--- src/rtl/id_ex_alu_issue_pkg.sv ---
// Shared ALU encodings, opcode/funct constants and control-word types for the
// ID/EX issue stage; the ALU itself decodes the same encodings.
package id_ex_alu_issue_pkg;

  localparam int XLEN = 32;

  typedef enum logic [1:0] {
    TYPE_SHIFT = 2'b00,
    TYPE_SLT   = 2'b01,
    TYPE_ARITH = 2'b10,
    TYPE_LOGIC = 2'b11
  } op_type_e;

  typedef enum logic [1:0] {
    SHIFT_SLL = 2'b00,
    SHIFT_SRL = 2'b01,
    SHIFT_SRA = 2'b10,
    SHIFT_ROR = 2'b11
  } shift_op_e;

  typedef enum logic [1:0] {
    LOGIC_AND = 2'b00,
    LOGIC_OR  = 2'b01,
    LOGIC_XOR = 2'b10,
    LOGIC_NOR = 2'b11
  } logic_op_e;

  typedef enum logic [1:0] {
    A_ZERO,
    A_RS,
    A_SHAMT
  } a_sel_e;

  typedef enum logic [2:0] {
    B_ZERO,
    B_RT,
    B_SEXT,
    B_ZEXT,
    B_LUI
  } b_sel_e;

  typedef struct packed {
    logic      signed_op;
    op_type_e  op_type;
    shift_op_e shift_op;
    logic      arith_sub;
    logic_op_e logic_op;
    logic      illegal;
  } alu_ctrl_t;

  localparam logic [5:0] OP_RTYPE = 6'h00;
  localparam logic [5:0] OP_ADDI  = 6'h08;
  localparam logic [5:0] OP_ADDIU = 6'h09;
  localparam logic [5:0] OP_SLTI  = 6'h0A;
  localparam logic [5:0] OP_SLTIU = 6'h0B;
  localparam logic [5:0] OP_ANDI  = 6'h0C;
  localparam logic [5:0] OP_ORI   = 6'h0D;
  localparam logic [5:0] OP_XORI  = 6'h0E;
  localparam logic [5:0] OP_LUI   = 6'h0F;

  localparam logic [5:0] FN_SLL  = 6'h00;
  localparam logic [5:0] FN_SRL  = 6'h02;
  localparam logic [5:0] FN_SRA  = 6'h03;
  localparam logic [5:0] FN_SLLV = 6'h04;
  localparam logic [5:0] FN_SRLV = 6'h06;
  localparam logic [5:0] FN_SRAV = 6'h07;
  localparam logic [5:0] FN_ADD  = 6'h20;
  localparam logic [5:0] FN_ADDU = 6'h21;
  localparam logic [5:0] FN_SUB  = 6'h22;
  localparam logic [5:0] FN_SUBU = 6'h23;
  localparam logic [5:0] FN_AND  = 6'h24;
  localparam logic [5:0] FN_OR   = 6'h25;
  localparam logic [5:0] FN_XOR  = 6'h26;
  localparam logic [5:0] FN_NOR  = 6'h27;
  localparam logic [5:0] FN_SLT  = 6'h2A;
  localparam logic [5:0] FN_SLTU = 6'h2B;

  // Unsigned add with every unused field zero; also the shape of an illegal op.
  function automatic alu_ctrl_t ctrl_default();
    alu_ctrl_t c;
    c.signed_op = 1'b0;
    c.op_type   = TYPE_ARITH;
    c.shift_op  = SHIFT_SLL;
    c.arith_sub = 1'b0;
    c.logic_op  = LOGIC_AND;
    c.illegal   = 1'b0;
    return c;
  endfunction

endpackage

--- src/rtl/id_ex_alu_issue_if.sv ---
// Handshake and operand bundle between decode, the ID/EX issue stage and the ALU.
interface id_ex_alu_issue_if;
  import id_ex_alu_issue_pkg::*;

  logic            valid_in;
  logic            ready_out;
  logic [31:0]     instr_in;
  logic [XLEN-1:0] rs_data_in;
  logic [XLEN-1:0] rt_data_in;
  logic            fwd_en_in;
  logic [4:0]      fwd_reg_in;
  logic [XLEN-1:0] fwd_data_in;
  logic            flush_in;
  logic            valid_out;
  logic            ready_in;
  logic [XLEN-1:0] a_out;
  logic [XLEN-1:0] b_out;
  logic            signed_operation_out;
  logic [1:0]      type_of_operation_out;
  logic [1:0]      shift_operation_out;
  logic            arithmetic_operation_out;
  logic [1:0]      logical_operation_out;
  logic            illegal_out;

  modport master (
    output valid_in, instr_in, rs_data_in, rt_data_in, fwd_en_in, fwd_reg_in,
           fwd_data_in, flush_in, ready_in,
    input  ready_out, valid_out, a_out, b_out, signed_operation_out,
           type_of_operation_out, shift_operation_out, arithmetic_operation_out,
           logical_operation_out, illegal_out
  );

  modport slave (
    input  valid_in, instr_in, rs_data_in, rt_data_in, fwd_en_in, fwd_reg_in,
           fwd_data_in, flush_in, ready_in,
    output ready_out, valid_out, a_out, b_out, signed_operation_out,
           type_of_operation_out, shift_operation_out, arithmetic_operation_out,
           logical_operation_out, illegal_out
  );
endinterface

--- src/rtl/id_ex_alu_issue_alu_ctrl_decode.sv ---
// Pure combinational opcode/funct decode into ALU control fields plus the
// a/b operand source selects used by the issue stage.
module alu_ctrl_decode
  import id_ex_alu_issue_pkg::*;
(
  input  logic [5:0] opcode,
  input  logic [5:0] funct,
  input  logic       rot_imm_bit,
  input  logic       rot_var_bit,
  output alu_ctrl_t  ctrl,
  output a_sel_e     a_sel,
  output b_sel_e     b_sel
);

  always_comb begin
    ctrl  = ctrl_default();
    a_sel = A_ZERO;
    b_sel = B_ZERO;

    case (opcode)
      OP_RTYPE: begin
        a_sel = A_RS;
        b_sel = B_RT;
        case (funct)
          FN_SLL, FN_SRL, FN_SRA, FN_SLLV, FN_SRLV, FN_SRAV: begin
            ctrl.op_type = TYPE_SHIFT;
            if (funct == FN_SLL || funct == FN_SRL || funct == FN_SRA)
              a_sel = A_SHAMT;
            // SRL/SRLV reuse a spare encoding bit to select rotate-right.
            if (funct == FN_SRL)
              ctrl.shift_op = rot_imm_bit ? SHIFT_ROR : SHIFT_SRL;
            else if (funct == FN_SRLV)
              ctrl.shift_op = rot_var_bit ? SHIFT_ROR : SHIFT_SRL;
            else if (funct == FN_SRA || funct == FN_SRAV)
              ctrl.shift_op = SHIFT_SRA;
            else
              ctrl.shift_op = SHIFT_SLL;
          end
          FN_ADD:  ctrl.signed_op = 1'b1;
          FN_ADDU: ;
          FN_SUB: begin
            ctrl.signed_op = 1'b1;
            ctrl.arith_sub = 1'b1;
          end
          FN_SUBU: ctrl.arith_sub = 1'b1;
          FN_AND, FN_OR, FN_XOR, FN_NOR: begin
            ctrl.op_type  = TYPE_LOGIC;
            ctrl.logic_op = logic_op_e'(funct[1:0]);
          end
          FN_SLT, FN_SLTU: begin
            ctrl.op_type   = TYPE_SLT;
            ctrl.arith_sub = 1'b1;
            ctrl.signed_op = (funct == FN_SLT);
          end
          default: begin
            ctrl.illegal = 1'b1;
            a_sel        = A_ZERO;
            b_sel        = B_ZERO;
          end
        endcase
      end
      OP_ADDI, OP_ADDIU: begin
        a_sel          = A_RS;
        b_sel          = B_SEXT;
        ctrl.signed_op = (opcode == OP_ADDI);
      end
      OP_SLTI, OP_SLTIU: begin
        a_sel          = A_RS;
        b_sel          = B_SEXT;
        ctrl.op_type   = TYPE_SLT;
        ctrl.arith_sub = 1'b1;
        ctrl.signed_op = (opcode == OP_SLTI);
      end
      OP_ANDI, OP_ORI, OP_XORI: begin
        a_sel         = A_RS;
        b_sel         = B_ZEXT;
        ctrl.op_type  = TYPE_LOGIC;
        ctrl.logic_op = logic_op_e'(opcode[1:0]);
      end
      OP_LUI: b_sel = B_LUI;
      default: ctrl.illegal = 1'b1;
    endcase
  end

endmodule

--- src/rtl/id_ex_alu_issue.sv ---
// ID/EX issue stage: forwarding, operand build and a one-entry valid/ready
// register whose outputs feed the ALU inputs directly.
module id_ex_alu_issue
  import id_ex_alu_issue_pkg::*;
#(
  parameter int              DATA_W    = 32,
  parameter logic [DATA_W-1:0] RESET_VAL = '0
) (
  input logic             clk_in,
  input logic             rst_n_in,
  id_ex_alu_issue_if.slave bus
);

  logic [1:0]        rst_sync;
  logic              rst_n;
  logic [4:0]        rs_idx;
  logic [4:0]        rt_idx;
  logic [15:0]       imm;
  logic [DATA_W-1:0] rs_eff;
  logic [DATA_W-1:0] rt_eff;
  logic [DATA_W-1:0] a_next;
  logic [DATA_W-1:0] b_next;
  alu_ctrl_t         ctrl_next;
  a_sel_e            a_sel;
  b_sel_e            b_sel;
  logic              load;

  logic              valid_q;
  logic [DATA_W-1:0] a_q;
  logic [DATA_W-1:0] b_q;
  alu_ctrl_t         ctrl_q;

  // Reset asserts immediately but releases two clocks after rst_n_in rises.
  always_ff @(posedge clk_in or negedge rst_n_in) begin
    if (!rst_n_in)
      rst_sync <= 2'b00;
    else
      rst_sync <= {rst_sync[0], 1'b1};
  end
  assign rst_n = rst_sync[1];

  assign rs_idx = bus.instr_in[25:21];
  assign rt_idx = bus.instr_in[20:16];
  assign imm    = bus.instr_in[15:0];

  alu_ctrl_decode u_decode (
    .opcode      (bus.instr_in[31:26]),
    .funct       (bus.instr_in[5:0]),
    .rot_imm_bit (bus.instr_in[21]),
    .rot_var_bit (bus.instr_in[6]),
    .ctrl        (ctrl_next),
    .a_sel       (a_sel),
    .b_sel       (b_sel)
  );

  // Register 0 is hardwired zero, so it is never a forwarding target.
  always_comb begin
    rs_eff = bus.rs_data_in;
    rt_eff = bus.rt_data_in;
    if (bus.fwd_en_in && bus.fwd_reg_in == rs_idx && rs_idx != 5'd0)
      rs_eff = bus.fwd_data_in;
    if (bus.fwd_en_in && bus.fwd_reg_in == rt_idx && rt_idx != 5'd0)
      rt_eff = bus.fwd_data_in;
  end

  always_comb begin
    a_next = '0;
    b_next = '0;
    case (a_sel)
      A_RS:    a_next = rs_eff;
      A_SHAMT: a_next = DATA_W'(bus.instr_in[10:6]);
      default: a_next = '0;
    endcase
    case (b_sel)
      B_RT:    b_next = rt_eff;
      B_SEXT:  b_next = DATA_W'({{16{imm[15]}}, imm});
      B_ZEXT:  b_next = DATA_W'({16'h0000, imm});
      B_LUI:   b_next = DATA_W'({imm, 16'h0000});
      default: b_next = '0;
    endcase
  end

  assign bus.ready_out = !valid_q || bus.ready_in;
  assign load          = bus.valid_in && bus.ready_out;

  // Flush beats load; a drain without a new load only clears valid.
  always_ff @(posedge clk_in or negedge rst_n) begin
    if (!rst_n) begin
      valid_q <= 1'b0;
      a_q     <= RESET_VAL;
      b_q     <= RESET_VAL;
      ctrl_q  <= '0;
    end else if (bus.flush_in) begin
      valid_q <= 1'b0;
    end else if (load) begin
      valid_q <= 1'b1;
      a_q     <= a_next;
      b_q     <= b_next;
      ctrl_q  <= ctrl_next;
    end else if (bus.ready_in) begin
      valid_q <= 1'b0;
    end
  end

  assign bus.valid_out                = valid_q;
  assign bus.a_out                    = a_q;
  assign bus.b_out                    = b_q;
  assign bus.signed_operation_out     = ctrl_q.signed_op;
  assign bus.type_of_operation_out    = ctrl_q.op_type;
  assign bus.shift_operation_out      = ctrl_q.shift_op;
  assign bus.arithmetic_operation_out = ctrl_q.arith_sub;
  assign bus.logical_operation_out    = ctrl_q.logic_op;
  assign bus.illegal_out              = ctrl_q.illegal;

endmodule

--- src/flat_wrapper.sv ---
// flat-port wrapper written by rule: the top's interface ports become plain ports
module id_ex_alu_issue_flat import id_ex_alu_issue_pkg::*;
#(
  parameter int              DATA_W    = 32,
  parameter logic [DATA_W-1:0] RESET_VAL = '0
)
  (clk_in, rst_n_in, bus_valid_in, bus_instr_in, bus_rs_data_in, bus_rt_data_in, bus_fwd_en_in, bus_fwd_reg_in, bus_fwd_data_in, bus_flush_in, bus_ready_in, bus_ready_out, bus_valid_out, bus_a_out, bus_b_out, bus_signed_operation_out, bus_type_of_operation_out, bus_shift_operation_out, bus_arithmetic_operation_out, bus_logical_operation_out, bus_illegal_out);
  id_ex_alu_issue_if bus_i ();
  input logic clk_in;
  input logic rst_n_in;
  input wire logic [$bits(bus_i.valid_in)-1:0] bus_valid_in;
  input wire logic [$bits(bus_i.instr_in)-1:0] bus_instr_in;
  input wire logic [$bits(bus_i.rs_data_in)-1:0] bus_rs_data_in;
  input wire logic [$bits(bus_i.rt_data_in)-1:0] bus_rt_data_in;
  input wire logic [$bits(bus_i.fwd_en_in)-1:0] bus_fwd_en_in;
  input wire logic [$bits(bus_i.fwd_reg_in)-1:0] bus_fwd_reg_in;
  input wire logic [$bits(bus_i.fwd_data_in)-1:0] bus_fwd_data_in;
  input wire logic [$bits(bus_i.flush_in)-1:0] bus_flush_in;
  input wire logic [$bits(bus_i.ready_in)-1:0] bus_ready_in;
  output wire logic [$bits(bus_i.ready_out)-1:0] bus_ready_out;
  output wire logic [$bits(bus_i.valid_out)-1:0] bus_valid_out;
  output wire logic [$bits(bus_i.a_out)-1:0] bus_a_out;
  output wire logic [$bits(bus_i.b_out)-1:0] bus_b_out;
  output wire logic [$bits(bus_i.signed_operation_out)-1:0] bus_signed_operation_out;
  output wire logic [$bits(bus_i.type_of_operation_out)-1:0] bus_type_of_operation_out;
  output wire logic [$bits(bus_i.shift_operation_out)-1:0] bus_shift_operation_out;
  output wire logic [$bits(bus_i.arithmetic_operation_out)-1:0] bus_arithmetic_operation_out;
  output wire logic [$bits(bus_i.logical_operation_out)-1:0] bus_logical_operation_out;
  output wire logic [$bits(bus_i.illegal_out)-1:0] bus_illegal_out;
  assign bus_i.valid_in = bus_valid_in;
  assign bus_i.instr_in = bus_instr_in;
  assign bus_i.rs_data_in = bus_rs_data_in;
  assign bus_i.rt_data_in = bus_rt_data_in;
  assign bus_i.fwd_en_in = bus_fwd_en_in;
  assign bus_i.fwd_reg_in = bus_fwd_reg_in;
  assign bus_i.fwd_data_in = bus_fwd_data_in;
  assign bus_i.flush_in = bus_flush_in;
  assign bus_i.ready_in = bus_ready_in;
  assign bus_ready_out = bus_i.ready_out;
  assign bus_valid_out = bus_i.valid_out;
  assign bus_a_out = bus_i.a_out;
  assign bus_b_out = bus_i.b_out;
  assign bus_signed_operation_out = bus_i.signed_operation_out;
  assign bus_type_of_operation_out = bus_i.type_of_operation_out;
  assign bus_shift_operation_out = bus_i.shift_operation_out;
  assign bus_arithmetic_operation_out = bus_i.arithmetic_operation_out;
  assign bus_logical_operation_out = bus_i.logical_operation_out;
  assign bus_illegal_out = bus_i.illegal_out;
  id_ex_alu_issue #(.DATA_W(DATA_W), .RESET_VAL(RESET_VAL)) u_core (.clk_in(clk_in), .rst_n_in(rst_n_in), .bus(bus_i));
endmodule
--- config.mk ---
export PLATFORM = sky130hd
export DESIGN_NAME = id_ex_alu_issue_flat
export DESIGN_NICKNAME = d
export VERILOG_FILES = /design/src/rtl/id_ex_alu_issue_pkg.sv /design/src/rtl/id_ex_alu_issue_if.sv /design/src/rtl/id_ex_alu_issue_alu_ctrl_decode.sv /design/src/rtl/id_ex_alu_issue.sv /design/src/flat_wrapper.sv
export SDC_FILE = /design/constraint.sdc
export NUM_CORES = 1
export LEC_CHECK = 0
export BUFFER_PORTS_ARGS = -buffer_cell sky130_fd_sc_hd__buf_2
export CAP_MARGIN = 20
export CORE_MARGIN = 2
export CORE_UTILIZATION = 50
export CTS_CLUSTER_DIAMETER = 40
export CTS_CLUSTER_SIZE = 10
export DETAILED_ROUTE_END_ITERATION = 8
export PLACE_DENSITY = 0.93
export SLEW_MARGIN = 30
export SYNTH_ARGS = -nofsm -noshare
export SYNTH_HDL_FRONTEND = slang
export SYNTH_SLANG_ARGS = --single-unit
--- constraint.sdc ---
create_clock -name clk_in -period 7.18 [get_ports clk_in]
set_input_delay 0.359 -clock clk_in [delete_from_list [all_inputs] [get_ports clk_in]]
set_output_delay 0.359 -clock clk_in [all_outputs]
set_load 0.03 [all_outputs]
### Yosys cells after proc, flatten, opt, wreduce, memory -nomap -nowiden

Index checks and enable logic that the tools add are counted.

* flip-flop bits (word level): 76
* bits in latches: 0
* memory bits (writable): 0
* ROM bits: 0
* bits of input ports: 139
* output and inout bits: 75
* logic and storage cells: 100
* memories kept: 0

* add/sub/neg operators: 0
* $mul: 0
* div/mod/pow operators: 0
* order comparisons: 0
* equal/unequal tests: 31
* shifts and indexed selects: 0
* mux-type cells: 29
* bitwise gates (word level): 1
* reduce and logical (&&, ||, !) cells: 29

Operators with widths (count)
* $pmux W32 S4: 1
* $mux W32: 2
* $pmux W32 S2: 1
* $eq A6 B6 Y1 const B: 10
* $eq A6 B4 Y1 const B: 8
* $eq A6 B3 Y1 const B: 3
* $mux W2: 9
* $reduce_or A16 Y1: 1
* $eq A6 B2 Y1 const B: 2
* $logic_not A6 Y1: 2
* $pmux W2 S2: 3
* $pmux W2 S3: 2
* $pmux W3 S4: 1
* $reduce_or A4 Y1: 3
* $eq A5 B5 Y1: 2
* $reduce_bool A5 Y1: 2
* $reduce_or A10 Y1: 1
* $reduce_or A2 Y1: 4
* $reduce_or A8 Y1: 1
* $reduce_or A7 Y1: 1
* $eq A3 B2 Y1 const B: 2
* $mux W1: 6
* $pmux W1 S2: 3
* $reduce_or A6 Y1: 1
* other kinds (12): 19

### Depth between registers and ports, before layout

Gate-level depths: netlist (run 1).

* depth after elaboration: 8
* gate-level depth with buffers: 9
* mapped depth without buffers: 9

### Modules after synthesis

Synthesis (run 1) repeated with hierarchy kept, for this count alone.

* cell total of the unflattened synthesis: 473
* area total of the unflattened synthesis: 4312.9 µm²

Modules (own cells, without submodules)
* id_ex_alu_issue: times used 1, cells each 424, area an instance 3990.1 µm²
* alu_ctrl_decode: times used 1, cells each 49, area an instance 322.8 µm²

### Least setup slack after synthesis (run 1)

Ideal clock, no wire load.

* kind: input to register
* from: input bus_instr_in[27]
* to: register u_core.a_q[0], in the netlist u_core.bus.a_out[0]
* setup time: 82 ps
* arrival: 2355 ps
* required time: 7098 ps
* path slack: 4742 ps
* cell stages on the path: 9
* path buffers: 1
* path through: or4_4 > nor4_4 > o211ai_4 > nor2_1 > nor2_1 > ha_1 > nand3b_1 > clkbuf_1 > o22ai_1

* longest elaborated chain between the ends: 5
* elaborated cells between the ends (all ways): 13

RTL lines
* start, declared: line flat_wrapper.sv:12 `input wire logic [$bits(bus_i.instr_in)-1:0] bus_instr_in;`
* $eq A6 B4 Y1: line id_ex_alu_issue_alu_ctrl_decode.sv:20 `case (opcode)`
* $reduce_or A7 Y1 (no line)
* $pmux W2 S2 (*): line id_ex_alu_issue_alu_ctrl_decode.sv:20
* $eq A2 B2 Y1 / $eq A2 B1 Y1 (equally long branches): line id_ex_alu_issue.sv:69 `case (a_sel)`
* $pmux W32 S2 (*): line id_ex_alu_issue.sv:69
* end signal, assigned: line id_ex_alu_issue.sv:97 `a_q <= a_next;`
* end, declared: line id_ex_alu_issue.sv:29 `logic [DATA_W-1:0] a_q;`

Every way passes the cells marked *; elsewhere a longest branch is shown, timed or not.
A chain may end at the register's enable or synchronous reset.

### Final worst setup path (run 1)

* from: input bus_instr_in[27]
* to: register u_core.a_q[20], in the netlist u_core.bus.a_out[20]

Same word-level chain as after synthesis.

==> results of run 1 <==
[synth_stat cells, types with 2 or more instances]
master	n
nand3_1	5
and3_1	16
inv_1	6
and2_1	3
dlygate4sd1_1	2
a21oi_1	58
o21ai_1	10
nor2_1	31
nand3b_1	2
o22ai_1	5
xnor2_1	5
buf_2	5
mux2i_1	48
dfrtp_1	76
a31o_1	2
buf_4	2
a31oi_1	17
o31ai_1	2
o21ai_0	37
nor2b_1	5
nand2_1	56
or3b_1	2
ha_1	2
a31o_2	13
or2_2	2
xor2_1	3
a32oi_1	2
clkbuf_8	5
clkbuf_1	15
buf_6	5
[layer usage]
metal	share of wire (%)	wire, um	GRT usage (%)	vias up
met3	7.8	1101	6.156	41
met2	50	7068	48.95	241
met4	2.5	357	9.722	0
li1	-	-	-	2085
met1	40	5652	37.04	2128
met5	0	0	0	-
[path summary, 6_finish.rpt]
path | from | to | slack (ns) | depth (start not counted)
max in group asynchronous | u_core.rst_sync[1] | u_core.bus.b_out[19] | 6.34 | 1
min in group asynchronous | u_core.rst_sync[1] | u_core.bus.a_out[31] | 0.26 | 0
worst max-delay path | bus_instr_in[27] | u_core.bus.a_out[20] | 3.97 | 10
worst max register to register | u_core.bus.valid_out | u_core.bus.a_out[20] | 4.83 | 6
worst min-delay path | bus_flush_in | u_core.bus.valid_out | 0.22 | 2
worst min register to register | u_core.rst_sync[1] | u_core.bus.a_out[31] | 0.26 | 0
[registers in the layout, summed over array words and instances, names as in the netlist]
register	cells
u_core.bus.a_out	32
u_core.bus.arithmetic_operation_out	1
u_core.bus.b_out	32
u_core.bus.illegal_out	1
u_core.bus.logical_operation_out	2
u_core.bus.shift_operation_out	2
u_core.bus.signed_operation_out	1
u_core.bus.type_of_operation_out	2
u_core.bus.valid_out	1
u_core.rst_sync	2
[layout make-up]
type	count	area [sq um]
clock inverter	4	75.07
sequential	76	1906
tap	108	135.1
timing repair buffer	220	1152
multi-input combinational	353	2253
clock buffer	11	141.4
inverter	6	22.52
fill	745	2950
[kinds of logic after synthesis]
group                    count (synthesis)
buffers and inverters                   41
multiplexers                            48
XOR/XNOR                                 8
adder cells (fa/ha/maj)                  2
AO/OA/AOI/OAI                          157
other                                    1
flip-flops                              76
AND/OR/NAND/NOR                        137
[metrics by stage]
| step | hold WS, ns | cells | power [W] | instance area, sq um |
|---|---|---|---|---|
| 5_1_grt | 0.2031 | 778 | 0.001116 | 5685 |
| 3_5_place_dp | 0.1476 | 761 | 0.0007130 | 5423 |
| 4_1_cts | 0.2069 | 777 | 0.001072 | 5649 |
| 6_report | 0.2162 | 778 | 0.001073 | 5685 |
| 3_3_place_gp | 0.1444 | 759 | 0.0007052 | 5396 |
| 2_1_floorplan | 0.06341 | 470 | 0.0006161 | 4402 |
[power breakdown]
part | internal (W) | leakage (nW) | switching (W)
clock | 0.000204 | 0.102 | 0.000160
sequential | 0.000454 | 1.00 | 0.0000184
combinational | 0.0000908 | 1.91 | 0.000147
total | 0.000748 | 3.01 | 0.000325
==> metrics, run 1 <==
Die Width 97.83 um; Cell Chain, Critical Path buf_2, or4_4, nor4_4, o211ai_4, nor2_1, nor2_1, ha_1, nand3b_1, buf_8, o21ai_0; final worst slack between 3 and 4 ns; max-cap violations 0; fmax 311.6 MHz; WP data arrival about 3.5 ns; Ys Warns 0; total core area 0.008636 sq mm; final core occ about 66%; initial DRC count 280; Yosys top cell area share between 40 and 50%; Post-Syn Nets 611; share of layout cells above drive strength 1 39.25%; nets@finish a little over 800; die footprint approximately 0.0096 sq mm; CP max stage delay 0.56 ns; DRT Pass-1 Iters 5; total CTS buffers 9; antenna cells 0; leading area contributor after synthesis dfrtp_1; Std-Cell Rows 34; commonest non-fill, non-tap cell in the layout buf_2; fin crit share 44.70%; register area share after synthesis a little over two fifths; minimum clock period 3.209 ns; post-synthesis compound-gate area fraction a little over a fifth; Routed Antenna Nets 0; routed vias/inst around 5.8; Synth Area in Adders less than 1%; Vias ~4500; CTS tree yes; pre-CTS setup slack around 3.6 ns; CP Buf/Inv Count 2; vias in the first global route about 4400; postcts setup bufs 0; largest net degree at the start of global routing 78; IO Port Bufs between 200 and 250; Clock Skew ~0.014 ns; xor and xnor area share after synthesis around 1.6%; maximum vdd drop between 0.09 and 0.1 mV; Final Max Tran Viols 0; Rel. slew slack between 30 and 40%; final hold violation count 0; synthesis-stage register bit count 76; RSZ-0062 raised after global routing false; Worst-Margin Slew 0.9510 ns; mean routed wirelength per cell 18.22 um; # setup viols final 0; # H-tree levels 3; WS Path Type primary input to flop; critical path's slowest cell or4_4; critical path startpoint category primary input; Critical Path RT between 7 and 8 ns; CP dominant cell by count nor2_1; Clock Sinks 76; number of synthesized flops with an enable pin 0; HPWL after detailed placement 10.60 mm; Initial Util around half; post-synthesis mux area share 10.92%; post-synthesis async set-or-reset flop share 100.0%; post-synthesis cell area between 0.004 and 0.005 sq mm; Max FO, Critical Path 35; Synth area leaders dfrtp_1 (43%), mux2i_1 (11%), a21oi_1 (6.6%); Routed WL about 14 mm; Longest Clk Path Bufs 2; critical path capture point type flop; TNS Setup 0 ns; GP Congestion 0.8793; Skew-Pair Late Insertion Delay about 0.34 ns; commonest cells after routing, fill and taps aside buf_2 (213), dfrtp_1 (75), a21oi_1 (58), nand2_1 (56), mux2i_1 (48); Leakage between 3 and 4 nW; # IOs between 200 and 250; Synth-to-Final Area Change 29.16%; clock-pin slew on the worst setup and hold paths 0.09 ns; post-CTS sizing 0; Die Ht 97.83 um; initial antenna violation count 0; family with the most delay on the worst path simple AND/OR/NAND/NOR gates; pwr dens around 190 mW/mm^2; Synth cell types 58; CTS Hold Bufs 1; outcome complete, no violations; HP Class primary input to flop; Avg Cell Area, Syn ~9.4 sq um; Simple-Gate Fraction of Synth Area between 10% and 20%; largest family of logic cells by synthesized area compound AO/OA/AOI/OAI gates; ys flop type dfrtp_1; Synth Instances 470; Residual DRC 0; first-pass GRT wire length ~22 mm; global route overflow 0; clock root cell clkbuf_8; GRT Resource Usage Total 28.93%
Note: power is estimated with default switching activity, not from simulation.
==> run 2, diff against run 1 <==
CORE_UTILIZATION = 47   (was 50)
PLACE_DENSITY = 0.88   (was 0.93)
clock period = 3.1 ns   (was 7.18 ns; I/O delays follow)
==> metrics, run 2 (synthesis gave the netlist of run 1 again) <==
Rel. slew slack 40.93% (+4.7 points); share of layout cells above drive strength 1 39.68% (+0.42 points); critical path startpoint category flop; pwr dens 428.2 mW/mm^2 (+130%); initial antenna violation count 0 (unchanged); Worst-Margin Slew 0.8834 ns (-0.06758 ns); power share of the sequential group 44.9% (+0.9 points); minimum clock period 2.243 ns; RSZ-0062 raised after global routing false; HPWL after detailed placement 10.83 mm (+2.1%); Critical Path RT 3.33 ns (-4.10 ns); IO Port Bufs 213 (unchanged); Max FO, Critical Path 21 (-40%); r2r endpoint u_core.bus.type_of_operation_out[0]; Clock Skew 0.02035 ns (+0.005896 ns); Routed Antenna Nets 0 (unchanged); commonest cells after routing, fill and taps aside buf_2 (213), dfrtp_1 (75), a21oi_1 (58), nand2_1 (56), mux2i_1 (48); Switching Power 0.0007648 W (+140%); final instance area 0.005705 sq mm (+0.35%); largest net degree at the start of global routing 75 (-3.8%); GP Congestion 0.8594 (-2.3%); post-CTS sizing 0 (unchanged); antenna cells 0 (unchanged); Die Width 100.8 um (+3.0%); final hold violation count 0 (unchanged); Int Pwr 0.001678 W (+120%); die footprint 0.01016 sq mm (+6.1%); total CTS buffers 9 (unchanged); Clock Sinks 76 (unchanged); Std-Cell Rows 35 (+2.9%); HP Class primary input to flop; clock root cell clkbuf_8; WS Path Type flop to flop; vias in the first global route 4381 (-1.5%); initial DRC count 296 (+5.7%); # IOs 214 (unchanged); Residual DRC 0 (unchanged); routed vias/inst 5.673 (-1.8%); global route overflow 0 (unchanged); CP Buf/Inv Count 1 (-1); critical path's slowest cell nand3b_1; TNS Setup 0 ns (unchanged); critical path capture point type flop; Initial Util 48.09% (-2.9 points); Synth-to-Final Area Change 29.62%; Leakage 3.044 nW (+0.98%); postcts setup bufs 0 (unchanged); commonest non-fill, non-tap cell in the layout buf_2; family with the most delay on the worst path compound AO/OA/AOI/OAI gates; RR Startpoint u_core.bus.valid_out; mean routed wirelength per cell 18.17 um (-0.27%); Comb power frac 22.5% (+0.4 points); post-place instance area 0.005472 sq mm (+0.90%); CTS tree yes; GRT Resource Usage Total 28.08% (-0.85 points); outcome complete, no violations; WP data arrival 2.47 ns (-0.98 ns); Die Ht 100.8 um (+3.0%); fmax 445.8 MHz; maximum vdd drop 0.2096 mV (+120%); Worst R2R Path Depth 5 (-1); total core area 0.009153 sq mm (+6.0%); CP max stage delay 0.59 ns (+0.03 ns); Vias 4476 (-0.42%); fin crit share ~72%; Hold Path Cell Cnt 2 (unchanged); clock power share 32.6% (-1.3 points); Hold Path Origin bus_flush_in; max-cap violations 0 (unchanged); Routed WL 14.34 mm (+1.1%); Longest Clk Path Bufs 2 (unchanged); # setup viols final 0 (unchanged); Cell Chain, Critical Path nor2b_1, inv_1, nand3b_1, a211o_2, o32a_2; DRT Pass-1 Iters 4 (-1); Final Max Tran Viols 0 (unchanged); # H-tree levels 3 (unchanged); Hold Path End u_core.bus.valid_out; first-pass GRT wire length 22.15 mm (-0.43%); Total Power 0.002443 W (+130%); nets@finish 814 (+0.87%); clock-pin slew on the worst setup and hold paths 0.08 ns (about the same); Skew-Pair Late Insertion Delay 0.35 ns (about the same); worst reg-to-reg setup slack 0.86 ns (-3.97 ns); switch share 31.31% (+1.0 points)
run 2: worst max-delay path by stage:
stage,startpoint,end,slack (ns),cells past startpoint
2_1_floorplan,u_core.rst_sync[1],u_core.bus.a_out[0],0.83,0
3_3_place_gp,bus_instr_in[21],u_core.bus.a_out[0],0.67,7
3_5_place_dp,bus_instr_in[27],u_core.bus.a_out[12],0.58,10
4_1_cts,u_core.bus.valid_out,u_core.bus.type_of_operation_out[0],0.87,5
5_1_grt,bus_instr_in[27],u_core.bus.a_out[12],0.76,10
6_report,u_core.bus.valid_out,u_core.bus.type_of_operation_out[0],0.86,5
run 2: per-stage QoR:
stage	util (%)	hold slack, ns	std cells	worst slack (ns)
floorplan	-	-0.1406	470	0.8267
finish	62.34	0.009906	789	0.8569
detailed placement	59.78	-0.05235	771	0.5810
global route	62.34	0.01446	789	0.7646
global placement	59.66	-0.05680	770	0.6698
CTS	62.12	0.005251	788	0.8738
run 2: power by group through the flow:
stage	Combinational, W	Clock, W	Sequential [W]
finish	0.000550	0.000797	0.00110
global route	0.000593	0.000850	0.00110
CTS	0.000537	0.000806	0.00111
detailed placement	0.000535	0	0.00112
global placement	0.000521	0	0.00112
floorplan	0.000196	0	0.00123
run 2: timing repair:
item	4_1_cts	5_1_grt
setup endpoints to repair	0	0
hold buffers	1	0
endpoints found under the hold margin	2	0
run 2: metal layers:
layer	GRT usage [%]	up-vias	part of all wire [%]
li1	-	2097	-
met1	37.31	2143	41
met2	46.56	212	50
met3	6.033	24	7.1
met4	7.587	0	1.9
met5	0	-	0
run 2: area by class of cell:
type	count	area, sq um
clock buffer	12	155.1
multi-input combinational	353	2245
clock inverter	4	48.80
fill	780	3447
sequential	76	1906
timing repair buffer	227	1190
tap	111	138.9
inverter	6	22.52
